`config.mk`:
```
export PLATFORM = sky130hd
export DESIGN_NAME = pwm_capture
export DESIGN_NICKNAME = d
export VERILOG_FILES = /design/src/rtl/pwm_pkg.sv /design/src/rtl/sync_2ff.sv /design/src/rtl/pwm_capture.sv
export SDC_FILE = /design/constraint.sdc
export NUM_CORES = 1
export LEC_CHECK = 0
export CAP_MARGIN = 20
export CORE_MARGIN = 5
export CORE_UTILIZATION = 55
export CTS_BUF_LIST = sky130_fd_sc_hd__clkbuf_4 sky130_fd_sc_hd__clkbuf_8
export DETAILED_ROUTE_END_ITERATION = 10
export PLACE_DENSITY = 0.78
export SKIP_CTS_REPAIR_TIMING = 1
export SLEW_MARGIN = 20
export SYNTH_ARGS = -nofsm -noshare
export SYNTH_HDL_FRONTEND = slang
export SYNTH_SLANG_ARGS = --single-unit
```
`constraint.sdc`:
```
create_clock -name ck -period 2.8 [get_ports ck]
set_input_delay 0.28 -clock ck [delete_from_list [all_inputs] [get_ports ck]]
set_output_delay 0.28 -clock ck [all_outputs]
set_load 0.01 [all_outputs]
```
`src/rtl/pwm_pkg.sv`:
```
// pwm_pkg: shared PWM types and defaults.
// Used by pwm_capture and the PWM generator.
package pwm_pkg;

  localparam int CNT_W_DEF = 16;

  typedef enum logic [1:0] {
    IDLE,
    HIGH,
    LOW
  } pwm_state_t;

endpackage

```
`src/rtl/sync_2ff.sv`:
```
// sync_2ff: two-flop synchronizer for an async input.
// Ports: ck, rst (sync, active-high), d (async in), q (synced out).
module sync_2ff (
  input  logic ck,
  input  logic rst,
  input  logic d,
  output logic q
);

  logic s1;
  logic s2;

  always_ff @(posedge ck) begin
    if (rst) begin
      s1 <= 1'b0;
      s2 <= 1'b0;
    end else begin
      s1 <= d;
      s2 <= s1;
    end
  end

  assign q = s2;

endmodule

```
`src/rtl/pwm_capture.sv`:
```
// pwm_capture: measures PWM period/high time in ck cycles.
// Ports: ck, rst, pwm_in -> period, high, valid, stuck, stuck_lvl.
module pwm_capture
  import pwm_pkg::*;
#(
  parameter int CNT_W = CNT_W_DEF
) (
  input  logic             ck,
  input  logic             rst,
  input  logic             pwm_in,
  output logic [CNT_W-1:0] period,
  output logic [CNT_W-1:0] high,
  output logic             valid,
  output logic             stuck,
  output logic             stuck_lvl
);

  localparam logic [CNT_W-1:0] CNT_MAX = '1;
  localparam logic [CNT_W-1:0] CNT_ONE = CNT_W'(1);

  logic s2;
  logic s3;
  logic rise;
  logic fall;

  pwm_state_t       state, state_n;
  logic [CNT_W-1:0] per_cnt, per_n;
  logic [CNT_W-1:0] hi_cnt, hi_n;
  logic [CNT_W-1:0] period_n, high_n;
  logic             valid_n, stuck_n, lvl_n;
  logic [CNT_W-1:0] per_inc;
  logic             at_max;

  sync_2ff u_sync (
    .ck  (ck),
    .rst (rst),
    .d   (pwm_in),
    .q   (s2)
  );

  assign rise   = s2 & ~s3;
  assign fall   = ~s2 & s3;
  assign at_max = (per_cnt == CNT_MAX);
  // saturate so a fall at the limit can't wrap
  assign per_inc = at_max ? CNT_MAX : per_cnt + CNT_ONE;

  always_ff @(posedge ck) begin
    if (rst) begin
      s3        <= 1'b0;
      state     <= IDLE;
      per_cnt   <= '0;
      hi_cnt    <= '0;
      period    <= '0;
      high      <= '0;
      valid     <= 1'b0;
      stuck     <= 1'b0;
      stuck_lvl <= 1'b0;
    end else begin
      s3        <= s2;
      state     <= state_n;
      per_cnt   <= per_n;
      hi_cnt    <= hi_n;
      period    <= period_n;
      high      <= high_n;
      valid     <= valid_n;
      stuck     <= stuck_n;
      stuck_lvl <= lvl_n;
    end
  end

  always_comb begin
    state_n  = state;
    per_n    = per_cnt;
    hi_n     = hi_cnt;
    period_n = period;
    high_n   = high;
    valid_n  = 1'b0;
    stuck_n  = stuck;
    lvl_n    = stuck_lvl;
    unique case (state)
      IDLE: begin
        if (rise) begin
          per_n   = CNT_ONE;
          hi_n    = CNT_ONE;
          stuck_n = 1'b0;
          state_n = HIGH;
        end
      end
      HIGH: begin
        if (fall) begin
          per_n   = per_inc;
          state_n = LOW;
        end else if (at_max) begin
          stuck_n = 1'b1;
          lvl_n   = s2;
          state_n = IDLE;
        end else begin
          per_n = per_inc;
          hi_n  = hi_cnt + CNT_ONE;
        end
      end
      LOW: begin
        // rise takes priority over timeout
        if (rise) begin
          period_n = per_cnt;
          high_n   = hi_cnt;
          valid_n  = 1'b1;
          per_n    = CNT_ONE;
          hi_n     = CNT_ONE;
          state_n  = HIGH;
        end else if (at_max) begin
          stuck_n = 1'b1;
          lvl_n   = s2;
          state_n = IDLE;
        end else begin
          per_n = per_inc;
        end
      end
      default: state_n = IDLE;
    endcase
  end

endmodule

```
**Yosys cells after proc, flatten, opt, wreduce, memory -nomap -nowiden**

Index checks and enable logic that the tools add are counted.
Widths: inputs -> output; s select.

- Add/subtract/negate cells: 2
- Equality and inequality tests: 8
- Multiplexer cells: 24
- Bitwise gates (word level): 5
- Reduce and logical (&&, ||, !) cells: 11

Operators by type and width:

| cell | count |
|---|---|
| $mux 16 | 7 |
| $pmux 16 s3 | 1 |
| $add 16x1->16 const B | 2 |
| $pmux 16 s2 | 1 |
| $eq 16x16->1 const B | 1 |
| $mux 1 | 8 |
| $mux 2 | 4 |
| $ne 2x2->1 const B | 4 |
| $reduce_and 4->1 | 2 |
| $pmux 2 s3 | 1 |
| $reduce_and 2->1 | 2 |
| $reduce_bool 2->1 | 2 |
| $reduce_or 2->1 | 2 |
| $not 1->1 | 3 |
| $pmux 1 s3 | 1 |
| $reduce_and 3->1 | 1 |
| $reduce_bool 3->1 | 1 |
| $and 1x1->1 | 2 |
| $eq 2x1->1 const B | 1 |
| $eq 2x2->1 const B | 1 |
| $logic_not 2->1 | 1 |
| $ne 2x1->1 const B | 1 |
| $pmux 1 s2 | 1 |

- Register bits: 72
- Input port bits: 3
- Word-level logic and storage cells: 61

**Longest topological paths before layout**

Gate-level depths: netlist of run 1.

- Depth in word-level cells: 5
- Depth in mapped cells: 10
- Gate-level depth less buffers: 8

**Modules after synthesis**

From an unflattened synthesis of run 1, not the netlist that was laid out.

- Cells, all modules: 407
- Area total of the unflattened synthesis: 3288.2 um^2

Modules (own cells, without submodules):

| module | times used | cells an instance | area each (um^2) | sequential area each (um^2) |
|---|---|---|---|---|
| pwm_capture | 1 | 403 | 3235.6 | 1401.3 |
| sync_2ff | 1 | 4 | 52.6 | 40.0 |

**Worst setup path after synthesis of run 1**

OpenSTA, ideal clock, no wires.

- Kind: register to register
- Start: reg state[0]
- End: reg hi_cnt[10]
- Setup time: 0.070 ns
- Data arrival time: 2.281 ns
- Path slack: 0.449 ns
- Stages on the path, launching flop included: 10
- Path buffers: 2
- Clock period less this slack: 2.351 ns
- Path through: dfxtp_1 inv_1 ha_1 buf_2 or4b_1 o211a_2 a21o_1 buf_6 or4_1 a21oi_1

- Word-level cells in the longest chain between the ends: 4

Ends and longest elaborated chain:

| what | line | source |
|---|---|---|
| start: declaration | pwm_capture.sv:26 | `pwm_state_t state, state_n;` |
| start signal: assignment | pwm_capture.sv:60 | `state <= state_n;` |
| $eq 2x2->1 / $logic_not 2->1 (equally long branches) | pwm_capture.sv:80 | `unique case (state)` |
| $reduce_or 2->1 (no source line) | - |  |
| $ne 2x1->1 (no source line) / $reduce_bool 2->1 (equally long branches) | - |  |
| $reduce_and 4->1 (no source line) | - |  |
| end signal: assignment | pwm_capture.sv:62 | `hi_cnt <= hi_n;` |
| end: declaration | pwm_capture.sv:28 | `logic [CNT_W-1:0] hi_cnt, hi_n;` |

Parallel ways exist; a longest one is shown, timed or not.
A chain may end at the register's enable or synchronous reset.

**Final worst setup path of run 1**

- Start: reg state[0]
- End: reg hi_cnt[15]

The elaborated chain is that of the path after synthesis.

==> results by group, run 1 <==
Finish
  • Area grow syn2layout: 19.3%
  • Fraction of layout cells with a size suffix above 1: 7.34%
  • Ant. Diodes: 0
  • Final cell count without fillers: 508
  • Fin nets: 441

Routing
  • Vias per inst: 5.80
  • DRC violations left: 0
  • DRT iter0 DRCs: 257
  • Post-route ant nets: 0
  • Routed len/inst: 14.6 um
  • Final WL: 7.40 mm
  • DR pass1 iterations: 4
  • Total number of vias: 2,945

Clock tree
  • Root Driver: clkbuf_8
  • Clock slew at the register clock pins of the worst setup and hold paths: 0.07 ns
  • CTS tree: built
  • Clk_lat worst skew: 0.34 ns
  • Htree depth: 3
  • Sinks on Clock Net: 72
  • Max Root-Sink Buffers: 2
  • CTS buffer count: 9

Worst setup path
  • Cell at the slowest stage of the critical path: or4_1
  • Critical path data arrival time: 2.86 ns
  • Critical path launch point type: register
  • Reg-to-reg startpoint: state[0]
  • Worst path cell trace: inv_1 > ha_1 > or4b_1 > o211a_2 > a21o_1 > or4_1 > a21oi_1
  • R2r setup slk: 0.22 ns
  • Worst reg2reg path endpoint: hi_cnt[15]
  • Delay-heaviest family, CP: simple AND/OR/NAND/NOR gates
  • Required time of the critical path: 3.08 ns
  • WP buf/inv: 1
  • R2R cell count: 7
  • Max stage delay on crit path: 0.57 ns
  • Largest fanout on the critical path: 17
  • CP endpoint kind: register
  • WP depth: 7
  • Kind of critical path: reg2reg

Synth
  • Synth Area in Compound Gates: 18.5%
  • XOR/XNOR Fraction of Synth Area: 1.64%
  • Yosys top cell area share: 44.9%
  • Synth area leaders: dfxtp_1, nand2_1, a21oi_1
  • Synth cell types: 44
  • Yosys reg bits: 72
  • Predominant post-synthesis flop cell: dfxtp_1
  • Post-synthesis mux area share: 1.25%
  • FFs w/ async S/R, synth: 0%
  • Mapped Cells: 397
  • Syn Nets: 407
  • Post-synth EDFFs: 0
  • Yosys warnings: 0
  • Area leader, netlist: dfxtp_1
  • Simple-gate area share of the yosys netlist: 26.7%
  • Syn_area_per_cell: 8.09 um^2
  • Seq/Total Area, Yosys: 44.9%
  • Largest family of logic cells by synthesized area: simple AND/OR/NAND/NOR gates
  • Mapped Area: 3210 um^2
  • Synth Area in Adders: 2.73%

Pwr
  • Peak VDD IR: 0.463 mV
  • Final Power: 1.99 mW
  • Net Sw Power: 490 uW
  • Pwr Density: 520 nW/um^2
  • Clock share of power: 40.0%
  • Sequential Power Share: 52.5%
  • Leakage: 1.25 nW
  • Sw frac: 24.6%
  • Int Pwr: 1.50 mW
  • Comb pwr share: 7.5%

GRT
  • Global route total overflow: 0
  • Vias in the first global route: 2,722
  • Largest net degree at the start of global routing: 33
  • Global-route wire length before repair: 12.8 mm
  • Antenna violations before repair: 0
  • Total track usage: 21.3%

Worst hold path
  • Worst Hold End: hi_cnt[0]
  • Worst Hold Class: in2reg
  • Worst Hold Path Cells: 2
  • Worst Min Path Start: rst

STA
  • Worst-margin pin slew: 0.582 ns
  • RSZ-0062 raised after global routing: false
  • Worst Hold Margin: 0.346 ns
  • Fin. Hold Viols: 0
  • Max Freq: 387 MHz
  • Period minus WS final: 2.58 ns
  • Clock skew: 0.00531 ns
  • Fin Setup TNS: 0 ns
  • Final setup fails: 0
  • Rel. slew slack: 60.2%
  • Final period util: 92.2%
  • Final WS setup: 0.217 ns
  • Max Slew Vio Count: 0

Placement
  • Dpl hpwl: 5.20 mm
  • RD Place Congestion: 0.848
  • Inst Count DP: 492
  • IO buf count: 37
  • Pre-CTS setup slack: 0.248 ns

Die
  • Full die area: 7470 um^2
  • Rows: 27
  • Top Ports: 38
  • Initial core utilization: 57.3%
  • Die Span X: 86.4 um
  • Die H: 86.4 um
  • Core Area: 5610 um^2

Run status
  • Run status: finished, final reports clean

Run
  • Max cap viols: 0
registers in the layout, summed over array words and instances, names as in the netlist:
signal     count
state          2
stuck_lvl      1
s3             1
u_sync.q       1
high          16
hi_cnt        16
stuck          1
u_sync.s1      1
valid          1
period        16
per_cnt       16
through the flow:
| step | cell area, um^2 | util, % |
|---|---|---|
| after floorplan | 3210 | - |
| after global placement | 3640 | 64.9 |
| after detailed placement | 3640 | 64.9 |
| after CTS | 3830 | 68.3 |
| after global routing | 3830 | 68.3 |
| final | 3830 | 68.3 |
cells in the mapped netlist, drive strengths merged (2+ instances only):
master    n
a31oi     6
clkbuf   19
dfxtp    72
inv       8
o31ai     7
mux2i     4
nor3     11
nor4      6
a21oi    52
nor2b     5
or4       7
o21ai     5
nor2     23
xnor2     6
nand3    14
buf       6
a2111oi   2
and2      3
and3      3
ha        7
a21o      3
or3       3
nand2    84
a21boi    2
nand4    10
o21bai    2
a211oi    8
nand2b    2
a41oi     3
and4      3
o21ba     2
worst max path at each step:
stage	startpoint	to	slack, ns
after CTS	state[0]	hi_cnt[15]	0.23
final	state[0]	hi_cnt[15]	0.22
after global placement	state[0]	hi_cnt[14]	0.36
after floorplan	state[0]	hi_cnt[10]	0.45
after detailed placement	state[0]	hi_cnt[15]	0.25
after global routing	state[0]	hi_cnt[13]	0.08
layout make-up:
type,count,area (um^2)
Multi-Input combinational cell,292,1630
Sequential cell,72,1440
Clock buffer,10,131
Inverter,8,30.0
Timing Repair Buffer,48,448
Clock inverter,6,60.1
Fill cell,482,1780
Tap cell,72,90.1
placed cells by master, fill, tap and decap left out, types with 2 or more instances in the layout:
cell,count
a2111oi_0,2
a211oi_1,8
a21boi_0,2
a21o_1,3
a21oi_1,52
a31oi_1,6
a41oi_1,3
and2_1,3
and3_1,3
and4_1,3
buf_4,11
clkbuf_8,9
clkdlybuf4s50_1,36
clkinv_2,3
clkinvlp_4,2
dfxtp_1,72
ha_1,7
inv_1,7
mux2i_1,4
nand2_1,84
nand2b_1,2
nand3_1,14
nand4_1,10
nor2_1,23
nor2b_1,5
nor3_1,11
nor4_1,5
o21ai_0,5
o21ba_1,2
o21bai_1,2
o31ai_1,7
or3_1,3
or4_1,7
xnor2_1,6
cells by family after synthesis:
logic type,after synthesis
compound gates,97
xor+xnor,6
fa+ha+maj,7
buf+inv,33
flops,72
mux,4
simple gates,178
power by group through the flow:
stage | Sequential, mW | Combinational [mW] | Clock (mW)
global placement | 1.07 | 0.143 | 0
global route | 1.05 | 0.168 | 0.865
CTS | 1.04 | 0.147 | 0.813
detailed placement | 1.07 | 0.145 | 0
finish | 1.04 | 0.150 | 0.796
floorplan | 1.07 | 0.113 | 0
metal layers:
metal	up-vias	track usage [%]	routed length [um]	part of all wire, %
met5	-	0	0	0
met4	0	8.36	119	1.6
met3	10	4.18	479	6.5
met2	84	32.3	3260	44
met1	1369	29.7	3540	48
li1	1482	-	-	-
(Power assumes the default switching activity.)
==> run 2, diff against run 1 <==
- ABC_CLOCK_PERIOD_IN_PS: not set -> 2800
- CORE_MARGIN: 5 -> not set
- SYNTH_HIERARCHICAL: not set -> 1
==> run 2 against run 1 <==
  * Via count increased by 2.8%
  * Critical path depth stayed put
  * Total power up 5.9%
  * Final cell count increased by 1.4%
  * Critical path type unchanged
  * Critical endpoint unchanged
  * Largest power group unchanged
==> results by group, run 2 <==
Run status
  • Run status: finished, final reports clean

Routing
  • Total number of vias: 3,028 (+2.8%)
  • Final WL: 7.44 mm (+0.50%)
  • Vias per inst: 5.88 (+1.4%)
  • DRT iter0 DRCs: 107 (-58%)
  • Routed len/inst: 14.4 um (-0.87%)
  • DRC violations left: 0 (unchanged)
  • Post-route ant nets: 0 (unchanged)
  • DR pass1 iterations: 5 (+1)

Placement
  • Dpl hpwl: 4.97 mm (-4.5%)
  • Area post-placement: 3700 um^2 (+1.7%)
  • IO buf count: 37 (unchanged)
  • Inst Count DP: 499 (+1.4%)
  • RD Place Congestion: 0.919 (+8.3%)
  • Pre-CTS setup slack: 0.354 ns (+0.106 ns)

Finish
  • Most frequent cells in the layout: nand2_1, dfxtp_1, a21oi_1
  • Ant. Diodes: 0 (unchanged)
  • Area grow syn2layout: 20.0%
  • Fraction of layout cells with a size suffix above 1: 7.67% (+0.34 points)
  • Commonest non-fill, non-tap cell in the layout: nand2_1
  • Final cell count without fillers: 515 (+1.4%)
  • Fin nets: 448 (+1.6%)
  • Final design area excluding fillers: 3950 um^2 (+3.0%)
  • Finished Core Util: 69.9% (+1.6 points)

Worst setup path
  • Worst path cell trace: inv_1 > ha_1 > or4b_1 > o211a_2 > a21o_4 > or4_1 > a21oi_1
  • Critical path launch point type: register
  • Critical path data arrival time: 2.77 ns (-0.09 ns)
  • Largest fanout on the critical path: 26 (+9)
  • Kind of critical path: reg2reg
  • CP endpoint kind: register
  • WP buf/inv: 1 (unchanged)
  • Max stage delay on crit path: 0.53 ns (-0.04 ns)
  • Cell at the slowest stage of the critical path: or4_1
  • Delay-heaviest family, CP: simple AND/OR/NAND/NOR gates
  • Required time of the critical path: 3.07 ns (about the same)

Synth
  • FFs w/ async S/R, synth: 0% (unchanged)
  • Syn_area_per_cell: 8.08 um^2 (-0.18%)
  • Predominant post-synthesis flop cell: dfxtp_1
  • Mapped Area: 3290 um^2 (+2.3%)
  • Most frequent cell after synthesis: nand2_1
  • Top cells by count, synth: nand2_1, dfxtp_1, a21oi_1
  • Area leader, netlist: dfxtp_1
  • Yosys reg bits: 72 (unchanged)
  • Post-synth EDFFs: 0 (unchanged)
  • XOR/XNOR Fraction of Synth Area: 0.533% (-1.1 points)
  • Simple-gate area share of the yosys netlist: 26.6% (-0.076 points)
  • Synth Area in Adders: 2.66% (-0.062 points)
  • Seq/Total Area, Yosys: 43.8% (-1.0 points)
  • Yosys warnings: 6 (+6)
  • Synth Area in Compound Gates: 21.0% (+2.5 points)
  • Synth cell types: 50 (+14%)
  • Yosys top cell area share: 43.8% (-1.0 points)
  • Largest family of logic cells by synthesized area: simple AND/OR/NAND/NOR gates
  • Synth area leaders: dfxtp_1, a21oi_1, nand2_1
  • Post-synthesis mux area share: 0.913% (-0.33 points)
  • Mapped Cells: 407 (+2.5%)
  • Syn Nets: 417 (+2.5%)

GRT
  • Vias in the first global route: 2,858 (+5.0%)
  • Largest net degree at the start of global routing: 43 (+30%)
  • Global route total overflow: 0 (unchanged)
  • Global-route wire length before repair: 12.8 mm (-0.33%)
  • Antenna violations before repair: 0 (unchanged)
  • Total track usage: 25.9% (+4.6 points)

STA
  • Final period util: 89.1% (-3.1 points)
  • Fin. Hold Viols: 0 (unchanged)
  • Max Freq: 401 MHz (+3.5%)
  • Worst Hold Margin: 0.442 ns (+0.0962 ns)
  • Fin Setup TNS: 0 ns (unchanged)
  • RSZ-0062 raised after global routing: false
  • Final setup fails: 0 (unchanged)
  • Worst-margin pin slew: 0.741 ns (+0.159 ns)
  • Period minus WS final: 2.50 ns (-0.0867 ns)
  • Final WS setup: 0.304 ns (+0.0867 ns)
  • Max Slew Vio Count: 0 (unchanged)
  • Rel. slew slack: 50.6% (-9.6 points)
  • Clock skew: 0.00769 ns (+0.00238 ns)

Clock tree
  • Htree depth: 3 (unchanged)
  • CTS tree: built
  • Sinks on Clock Net: 72 (unchanged)
  • CTS buffer count: 9 (unchanged)
  • Clk_lat worst skew: 0.35 ns (about the same)
  • Root Driver: clkbuf_8
  • Max Root-Sink Buffers: 2 (unchanged)
  • Clock slew at the register clock pins of the worst setup and hold paths: 0.07 ns (about the same)

Pwr
  • Peak VDD IR: 0.368 mV (-20%)
  • Pwr Density: 534 nW/um^2 (+2.8%)
  • Net Sw Power: 461 uW (-5.8%)
  • Clock share of power: 46.9% (+6.9 points)
  • Sw frac: 21.9% (-2.7 points)
  • Final Power: 2.11 mW (+5.9%)
  • Comb pwr share: 3.9% (-3.6 points)
  • Leakage: 1.25 nW (-0.62%)
  • Sequential Power Share: 49.2% (-3.3 points)
  • Int Pwr: 1.65 mW (+9.7%)

Run
  • Max cap viols: 0 (unchanged)

Die
  • Top Ports: 38 (unchanged)
  • Full die area: 6290 um^2 (-16%)
  • Rows: 27 (unchanged)
  • Die H: 79.3 um (-8.2%)
  • Initial core utilization: 58.3% (+0.99 points)
  • Core Area: 5640 um^2 (+0.60%)
  • Die Span X: 79.3 um (-8.2%)

Worst hold path
  • Worst Hold Class: reg2reg
run 2: path summary, 6_finish.rpt:
path | from | end | slack (ns) | cells past startpoint
worst min register to register | u_sync/s1 | u_sync/q | 0.44 | 1
worst min-delay path | u_sync/s1 | u_sync/q | 0.44 | 1
worst max register to register | state[0] | hi_cnt[15] | 0.30 | 7
worst max-delay path | state[0] | hi_cnt[15] | 0.30 | 7
run 2: power groups by stage:
stage	sequential, mW	combinational (mW)	clock (mW)
3_5_place_dp	1.06	0.0805	0
5_1_grt	1.04	0.0904	1.05
2_1_floorplan	1.06	0.0655	0
3_3_place_gp	1.06	0.0784	0
6_report	1.04	0.0823	0.988
4_1_cts	1.04	0.0819	1.00
run 2: logic make-up after synthesis:
kind of cell    Yosys count
simple gates            174
compound gates          114
flops                    72
buf+inv                  35
fa+ha+maj                 7
mux                       3
xor+xnor                  2
run 2: final cells by class:
class	count	area, um^2
Clock buffer	9	124
Tap cell	72	90.1
Timing Repair Buffer	46	433
Multi-Input combinational cell	300	1700
Clock inverter	7	120
Sequential cell	72	1440
Fill cell	461	1700
Inverter	9	33.8
run 2: routing by layer:
layer	wire length (um)	global-route usage [%]
met5	0	0
met4	168	12.5
met3	298	4.14
met2	3660	44.7
met1	3310	31.1
==> run 3, diff against run 2 <==
- CORE_MARGIN: not set -> 3
==> run 3 against run 2 <==
  * Die area is 10% higher
  * Combinational power is 0.6% lower
  * Setup slack worse by 0.097 ns
  * Sequential share of layout area is 0.50 points higher
  * Non-clock buffer count stayed put
  * Core utilization is 0.95 points lower
  * Fmax is 3.8% lower
  * Register-to-register slack worse by 0.097 ns
  * Routed wire length is 0.63% higher
  * Total power is 8.7% lower
==> results by group, run 3 (synthesis results as in run 2) <==
Placement
  • Area post-placement: 3700 um^2 (unchanged)
  • Inst Count DP: 499 (unchanged)
  • Pre-CTS setup slack: 0.274 ns (-0.0795 ns)
  • IO buf count: 37 (unchanged)
  • RD Place Congestion: 0.876 (-4.6%)
  • Dpl hpwl: 4.97 mm (about the same)

GRT
  • Antenna violations before repair: 0 (unchanged)
  • Vias in the first global route: 2,804 (-1.9%)
  • Global-route wire length before repair: 12.6 mm (-1.4%)
  • Total track usage: 21.6% (-4.3 points)
  • Largest net degree at the start of global routing: 35 (-19%)
  • Global route total overflow: 0 (unchanged)

Pwr
  • Int Pwr: 1.49 mW (-9.5%)
  • Leakage: 1.23 nW (-1.3%)
  • Comb pwr share: 4.2% (+0.3 points)
  • Sw frac: 22.5% (+0.65 points)
  • Peak VDD IR: 0.269 mV (-27%)
  • Pwr Density: 495 nW/um^2 (-7.4%)
  • Sequential Power Share: 54.0% (+4.8 points)
  • Net Sw Power: 434 uW (-6.0%)
  • Clock share of power: 41.8% (-5.1 points)

Routing
  • DRC violations left: 0 (unchanged)
  • DRT iter0 DRCs: 256 (+140%)
  • Final WL: 7.48 mm (+0.63%)
  • Vias per inst: 6.06 (+3.1%)
  • Post-route ant nets: 0 (unchanged)
  • Routed len/inst: 14.6 um (+0.83%)
  • DR pass1 iterations: 7 (+2)
  • Total number of vias: 3,115 (+2.9%)

Worst setup path
  • Critical path launch point type: register
  • Required time of the critical path: 3.06 ns (about the same)
  • Critical path data arrival time: 2.86 ns (+0.09 ns)
  • Largest fanout on the critical path: 26 (unchanged)
  • CP endpoint kind: register
  • Kind of critical path: reg2reg

STA
  • Period minus WS final: 2.59 ns (+0.0973 ns)
  • Final WS setup: 0.207 ns (-0.0973 ns)
  • Max Freq: 386 MHz (-3.8%)
  • RSZ-0062 raised after global routing: false
  • Final setup fails: 0 (unchanged)
  • Final period util: 92.6% (+3.5 points)
  • Clock skew: 0.0104 ns (+0.00270 ns)
  • Max Slew Vio Count: 0 (unchanged)
  • Worst Hold Margin: 0.442 ns (-0.000455 ns)
  • Worst-margin pin slew: 0.612 ns (-0.128 ns)
  • Rel. slew slack: 59.2% (+8.6 points)
  • Fin Setup TNS: 0 ns (unchanged)
  • Fin. Hold Viols: 0 (unchanged)

Clock tree
  • Clock slew at the register clock pins of the worst setup and hold paths: 0.08 ns (about the same)
  • CTS buffer count: 9 (unchanged)
  • Clk_lat worst skew: 0.34 ns (about the same)
  • Max Root-Sink Buffers: 2 (unchanged)
  • Sinks on Clock Net: 72 (unchanged)
  • CTS tree: built
  • Htree depth: 3 (unchanged)
  • Root Driver: clkbuf_8

Finish
  • Fill cells: 452 (-2.0%)
  • Reg area: 1440 um^2 (unchanged)
  • Final cell count without fillers: 514 (-0.19%)
  • Commonest non-fill, non-tap cell in the layout: nand2_1
  • Most frequent cells in the layout: nand2_1, dfxtp_1, a21oi_1
  • Area taken by multi-input logic gates: 1700 um^2 (unchanged)
  • Ant. Diodes: 0 (unchanged)
  • Fraction of layout cells with a size suffix above 1: 7.47% (-0.21 points)
  • Area grow syn2layout: 18.4%
  • Final design area excluding fillers: 3890 um^2 (-1.4%)
  • Fin nets: 448 (unchanged)

Worst hold path
  • Worst Hold Class: in2reg

Die
  • Full die area: 6940 um^2 (+10%)
  • Die H: 83.3 um (+5.0%)
  • Rows: 27 (unchanged)
  • Core Area: 5640 um^2 (unchanged)
  • Top Ports: 38 (unchanged)
  • Die Span X: 83.3 um (+5.0%)
  • Initial core utilization: 58.3% (unchanged)

Run
  • Max cap viols: 0 (unchanged)

Run status
  • Run status: finished, final reports clean
-- run 3: critical path, cell delays in order, from the launching register on --
cell	delay [ns]
dfxtp_1	0.44
inv_1	0.12
ha_1	0.32
or4b_1	0.51
o211a_2	0.18
a21o_4	0.27
or4_1	0.54
a21oi_1	0.15
-- run 3: final timing paths --
check                           cells after the start  slack [ns]       from         end
worst max-delay path                                7        0.21   state[0]  hi_cnt[15]
worst min register to register                      1        0.44  u_sync/s1    u_sync/q
worst max register to register                      7        0.21   state[0]  hi_cnt[15]
worst min-delay path                                2        0.44        rst   hi_cnt[0]
-- run 3: routing by layer --
layer,vias up,GRT usage [%],routed length [um]
li1,1526,-,-
met1,1452,27.7,3380
met2,112,34.2,3430
met3,25,4.37,467
met4,0,11.0,204
met5,-,0,0
-- run 3: layout make-up --
type,instances,share of cell area (%)
multi-input cells,300,43.8
flip-flops and latches,72,37.0
repair buffers,46,11.1
clock buffers,11,3.73
well taps,72,2.31
clock inverters,4,1.16
inverters,9,0.868
-- run 3: power groups by stage --
stage	Sequential [mW]	Combinational [mW]	Clock [mW]
6_report	1.04	0.0818	0.804
5_1_grt	1.04	0.0912	0.868
4_1_cts	1.04	0.0813	0.821
3_5_place_dp	1.06	0.0801	0
3_3_place_gp	1.06	0.0782	0
2_1_floorplan	1.06	0.0655	0
-- run 3: metrics by stage --
step	power (mW)	utilization, %
after floorplan	1.12	-
after global placement	1.14	65.6
after detailed placement	1.14	65.6
after CTS	1.94	69.0
after global routing	2.00	69.0
final	1.93	69.0
